===== src/rtl/clk_select_ctrl.sv =====
// Clock-mux select controller: qualifies the programmable clock by toggle rate and lock,
// latency 3 clk from async inputs to FSM reaction; no backpressure, all outputs registered.
module clk_select_ctrl #(
  parameter int WINDOW_CYCLES  = 1024,
  parameter int MIN_EDGES      = 60,
  parameter int MAX_EDGES      = 68,
  parameter int QUAL_WINDOWS   = 4,
  parameter int HOLDOFF_CYCLES = 256
) (
  input  logic       clk,
  input  logic       resetn,
  input  logic       prog_locked,
  input  logic       prog_toggle,
  input  logic       force_stable,
  output logic       clk_select,
  output logic       prog_active,
  output logic       fault_pulse,
  output logic [1:0] state
);

  localparam logic [1:0] S_HOLDOFF = 2'd0;
  localparam logic [1:0] S_IDLE    = 2'd1;
  localparam logic [1:0] S_QUALIFY = 2'd2;
  localparam logic [1:0] S_PROG    = 2'd3;

  localparam logic [15:0] WIN_LAST  = 16'(WINDOW_CYCLES - 1);
  localparam logic [15:0] HOLD_LAST = 16'(HOLDOFF_CYCLES - 1);
  localparam logic [15:0] EDGE_MIN  = 16'(MIN_EDGES);
  localparam logic [15:0] EDGE_MAX  = 16'(MAX_EDGES);
  localparam logic [7:0]  QUAL_LAST = 8'(QUAL_WINDOWS - 1);

  logic        r_lock_s1, r_lock_s2;
  logic        r_tog_s1, r_tog_s2, r_tog_h;
  logic [1:0]  r_state;
  logic        r_clk_sel, r_prog_active, r_fault;
  logic [15:0] r_hold_cnt, r_win_cnt, r_edge_cnt;
  logic [7:0]  r_good_cnt;

  logic        w_locked, w_edge, w_win_last, w_good, w_monitor, w_bad_close;
  logic [15:0] w_edge_sum;

  always_ff @(posedge clk or negedge resetn) begin
    if (!resetn) begin
      r_lock_s1 <= 1'b0;
      r_lock_s2 <= 1'b0;
      r_tog_s1  <= 1'b0;
      r_tog_s2  <= 1'b0;
      r_tog_h   <= 1'b0;
    end else begin
      r_lock_s1 <= prog_locked;
      r_lock_s2 <= r_lock_s1;
      r_tog_s1  <= prog_toggle;
      r_tog_s2  <= r_tog_s1;
      r_tog_h   <= r_tog_s2;
    end
  end

  assign w_locked    = r_lock_s2;
  assign w_edge      = r_tog_s2 ^ r_tog_h;
  assign w_monitor   = (r_state == S_QUALIFY) || (r_state == S_PROG);
  assign w_win_last  = (r_win_cnt == WIN_LAST);
  // Count seen at window close includes an edge landing in the closing cycle.
  assign w_edge_sum  = (r_edge_cnt == 16'hFFFF) ? r_edge_cnt : r_edge_cnt + {15'd0, w_edge};
  assign w_good      = (w_edge_sum >= EDGE_MIN) && (w_edge_sum <= EDGE_MAX);
  assign w_bad_close = w_win_last && !w_good;

  always_ff @(posedge clk or negedge resetn) begin
    if (!resetn) begin
      r_state       <= S_HOLDOFF;
      r_clk_sel     <= 1'b1;
      r_prog_active <= 1'b0;
      r_fault       <= 1'b0;
      r_hold_cnt    <= 16'd0;
      r_win_cnt     <= 16'd0;
      r_edge_cnt    <= 16'd0;
      r_good_cnt    <= 8'd0;
    end else begin
      r_fault <= 1'b0;
      if (w_monitor) begin
        if (w_win_last) begin
          r_win_cnt  <= 16'd0;
          r_edge_cnt <= 16'd0;
        end else begin
          r_win_cnt  <= r_win_cnt + 16'd1;
          r_edge_cnt <= w_edge_sum;
        end
      end
      case (r_state)
        S_HOLDOFF: begin
          if (r_hold_cnt == HOLD_LAST) begin
            r_state    <= S_IDLE;
            r_hold_cnt <= 16'd0;
          end else begin
            r_hold_cnt <= r_hold_cnt + 16'd1;
          end
        end
        S_IDLE: begin
          if (w_locked && !force_stable) begin
            r_state    <= S_QUALIFY;
            r_win_cnt  <= 16'd0;
            r_edge_cnt <= 16'd0;
            r_good_cnt <= 8'd0;
          end
        end
        S_QUALIFY: begin
          if (!w_locked || force_stable) begin
            r_state <= S_IDLE;
          end else if (w_win_last) begin
            if (!w_good) begin
              r_good_cnt <= 8'd0;
            end else if (r_good_cnt == QUAL_LAST) begin
              r_state       <= S_PROG;
              r_clk_sel     <= 1'b0;
              r_prog_active <= 1'b1;
              r_good_cnt    <= 8'd0;
            end else begin
              r_good_cnt <= r_good_cnt + 8'd1;
            end
          end
        end
        default: begin
          // A bad close still flags a fault even if force_stable wins the exit.
          if (!w_locked || force_stable || w_bad_close) begin
            r_state       <= S_HOLDOFF;
            r_clk_sel     <= 1'b1;
            r_prog_active <= 1'b0;
            r_hold_cnt    <= 16'd0;
            r_fault       <= !w_locked || w_bad_close;
          end
        end
      endcase
    end
  end

  assign clk_select  = r_clk_sel;
  assign prog_active = r_prog_active;
  assign fault_pulse = r_fault;
  assign state       = r_state;

endmodule


===== config.mk =====
export PLATFORM = sky130hd
export DESIGN_NAME = clk_select_ctrl
export DESIGN_NICKNAME = d
export VERILOG_FILES = /design/src/rtl/clk_select_ctrl.sv
export SDC_FILE = /design/constraint.sdc
export NUM_CORES = 1
export LEC_CHECK = 0
export BUFFER_PORTS_ARGS = -buffer_cell sky130_fd_sc_hd__buf_2
export CAP_MARGIN = 30
export CORE_UTILIZATION = 33
export CTS_CLUSTER_SIZE = 8
export DETAILED_ROUTE_END_ITERATION = 10
export PLACE_DENSITY = 0.56
export SLEW_MARGIN = 20
export SYNTH_ARGS = -nofsm -noshare
export SYNTH_HDL_FRONTEND = slang
export SYNTH_SLANG_ARGS = --single-unit

===== constraint.sdc =====
create_clock -name clk -period 4 [get_ports clk]
set_input_delay 0.8 -clock clk [delete_from_list [all_inputs] [get_ports clk]]
set_output_delay 0.8 -clock clk [all_outputs]
set_load 0.02 [all_outputs]

==> reports/summary.txt <==
Run status -> finished, final reports clean
Max cap viols -> 0
Final antenna-violating net count -> 0
Clk buf depth -> 2
Final Power -> 2.41 mW
# nets final -> 474
PD cells -> 530 nW/um2
Initial antenna violation count -> 0
Clock slew at reported path FFs -> 0.06 ns
CP max FO -> 16
Via count -> 3,384
Worst skew pair latency -> 0.34 ns
Vias in the first global route -> 3,297
# port buffers -> 9
Placed cell count -> 595
Worst slew margin -> 65.2%
Initial DRC count -> 168
Setup repair bufs after CTS -> 0
Unrepaired setup endpoints after global routing -> no
Slew at the pin with the worst max-slew slack -> 0.523 ns
DP Area -> 4250 um2
Total track usage -> 15.6%
Number of fill cells -> 1,239
Mapped Area -> 4050 um2
Yosys cell types -> 59
Remaining Overflow, GRT -> 0
Die ar. -> 12,700 um2
Startpoint Class -> flip-flop
Area Overhead vs Synth -> 12.1%
Peak VDD IR -> 0.322 mV
CTS root buf -> clkbuf_16
Sw frac -> 37.5%
H-tree levels -> 3
Share of cells above drive strength 1 -> 11.0%
# rows -> 40
Clock skew -> 0.00755 ns
Syn Area/Cell -> 8.97 um2
Finished Layout Cells -> 611
Part of the cycle the worst path needs -> 86.3%
Ys Warns -> 0
Synth Net Count -> 467
CTS resizes -> 0
Post-route DRC -> 0
Gate Count Post-Synth -> 452
P_int -> 1.51 mW
Critical Path RT -> 4.27 ns
First-pass detailed-route iteration total -> 4
CTS Buf Count -> 9
Starting Density -> 33.7%
Die span in y -> 113 um
Core area -> 12,000 um2
Hold Buf Count CTS -> 0
Sequential share of power -> 36.7%
Vias per inst -> 5.54
Post-synthesis sequential area ratio -> 40.8%
Fin. Hold Viols -> 0
WP data arrival -> 3.73 ns
ANT cells -> 0
Die W -> 113 um
Static Leak -> 1.95 nW
TritonCTS clock tree -> built
Final min period -> 3.45 ns
I/O Pins -> 10
Post-synth ARST share -> 100%
# setup viols final -> 0
NetSw -> 0.903 mW
Avg WL per Cell -> 15.0 um
Power share of the combinational group -> 30.1%
HPWL Detailed -> 6330 um
Clock sinks -> 66
Critical path class -> reg2reg
EDFF count, synth -> 0
Pin count of the biggest net entering global routing -> 26
Crit. End Element -> flip-flop
First-pass GRT wire length -> 16,000 um
#FFs+latches synth -> 66
Final Wtd Congestion -> 0.791
Setup TNS -> 0 ns
Top FF cell, synth -> dfrtp_1
Clk pwr share -> 33.2%
Util after Layout -> 37.8%
F_max -> 290 MHz
Hold crit path type -> reg2reg
WL final -> 9160 um
Final Cell Area -> 4540 um2
Slew Limit Fails -> 0
final timing paths:
| check | start | end | slack [ns] | cells past startpoint |
|---|---|---|---|---|
| worst max register to register | r_tog_h$_DFF_PN0_ | r_hold_cnt[0]$_DFFE_PN0P_ | 0.55 | 12 |
| worst max-delay path | r_tog_h$_DFF_PN0_ | r_hold_cnt[0]$_DFFE_PN0P_ | 0.55 | 12 |
| max in group asynchronous | resetn | r_hold_cnt[5]$_DFFE_PN0P_ | 2.82 | 3 |
| worst min-delay path | r_lock_s1$_DFF_PN0_ | r_lock_s2$_DFF_PN0_ | 0.35 | 0 |
| min in group asynchronous | resetn | r_tog_s1$_DFF_PN0_ | 0.43 | 1 |
| worst min register to register | r_lock_s1$_DFF_PN0_ | r_lock_s2$_DFF_PN0_ | 0.35 | 0 |
cell usage after synthesis, types with 3 or more instances:
master / instances / area (um2)
nor4_2: 3 / 37.5
nor3_1: 16 / 80.1
and3_1: 13 / 81.3
nand2_1: 41 / 154
and2_1: 7 / 43.8
o31ai_1: 7 / 52.6
dfrtp_1: 65 / 1630
nand3b_1: 3 / 22.5
nor4_1: 8 / 50.1
o211ai_1: 4 / 30.0
inv_1: 8 / 30.0
o21a_1: 3 / 22.5
nor2_1: 41 / 154
a21o_1: 10 / 75.1
nand3_1: 26 / 130
mux2i_1: 3 / 30.0
nand4_1: 9 / 56.3
buf_2: 5 / 25.0
a22o_1: 8 / 70.1
o21ai_0: 19 / 95.1
o21ai_1: 7 / 35.0
or3_1: 6 / 37.5
a211o_1: 3 / 26.3
or4_1: 5 / 37.5
nand2b_1: 5 / 31.3
xor2_1: 8 / 70.1
a31oi_1: 6 / 37.5
mux2_2: 3 / 33.8
nor2b_1: 10 / 62.6
ha_1: 10 / 125
o2bb2ai_1: 6 / 52.6
a21oi_1: 33 / 165
clkbuf_1: 9 / 33.8
xnor2_1: 8 / 70.1
kinds of logic after synthesis:
| logic type | Yosys count | synth area share, % |
|---|---|---|
| flip-flops | 66 | 40.8 |
| adder cells (fa/ha/maj) | 10 | 3.09 |
| AO/OA/AOI/OAI | 117 | 19.3 |
| multiplexers | 6 | 1.57 |
| buffers and inverters | 27 | 3.03 |
| AND/OR/NAND/NOR | 210 | 28.8 |
| XOR/XNOR | 16 | 3.46 |
registers in the layout, summed over array words and instances (netlist names), 2 cells and up:
name        count
r_hold_cnt     16
r_good_cnt      8
r_win_cnt      16
state           2
r_edge_cnt     16
power by group through the flow:
stage	sequential (mW)	combinational [mW]	clock [mW]
final	0.885	0.725	0.801
after global routing	0.904	0.824	0.851
after CTS	0.884	0.735	0.823
after detailed placement	0.895	0.733	0
after global placement	0.891	0.718	0
after floorplan	0.872	0.563	0
metal layers:
layer	global-route usage, %	routed length, um	part of all wire, %
met1	20.2	4490	49
met2	25.6	4290	47
met3	3.80	257	2.8
met4	5.24	115	1.3
met5	0	0	0
cells in the final DEF, fill, tap and decap left out, types with 7 or more instances in the layout:
| master | n |
|---|---|
| nor2b_1 | 10 |
| o31ai_1 | 7 |
| o21ai_1 | 7 |
| ha_1 | 10 |
| a21oi_1 | 33 |
| nand3_1 | 26 |
| o21ai_0 | 19 |
| inv_1 | 8 |
| nor4_1 | 8 |
| nor3_1 | 16 |
| and3_1 | 13 |
| xor2_1 | 8 |
| and2_1 | 7 |
| clkbuf_16 | 9 |
| a21o_1 | 10 |
| xnor2_1 | 8 |
| a22o_1 | 8 |
| nor2_1 | 41 |
| nand4_1 | 9 |
| nand2_1 | 41 |
| buf_2 | 9 |
| dfrtp_1 | 65 |
through the flow:
step | setup WS, ns | hold WS (ns)
6_report | 0.548 | 0.345
5_1_grt | 0.208 | 0.356
4_1_cts | 0.520 | 0.349
3_5_place_dp | 0.548 | 0.336
3_3_place_gp | 0.611 | 0.335
2_1_floorplan | 1.01 | 0.331
critical path, stage by stage, from the launching register on:
cell and delay, ns:
dfrtp_1 0.38, xor2_1 0.15, ha_1 0.24, ha_1 0.34, nand3_1 0.19, nor4_2 0.34, mux2_2 0.37, o22ai_1 0.16
o211ai_2 0.15, nor3_4 0.32, o21ai_4 0.11, o21ai_4 0.41, mux2_2 0.24
area by class of cell:
type | instances | area (um2) | area share [%]
inverters | 8 | 30.0 | 0.661
multi-input cells | 359 | 2280 | 50.1
repair buffers | 15 | 103 | 2.26
well taps | 147 | 184 | 4.05
clock inverters | 4 | 51.3 | 1.13
flip-flops and latches | 66 | 1650 | 36.4
clock buffers | 12 | 246 | 5.42
Power figures use the tool's default switching activity.
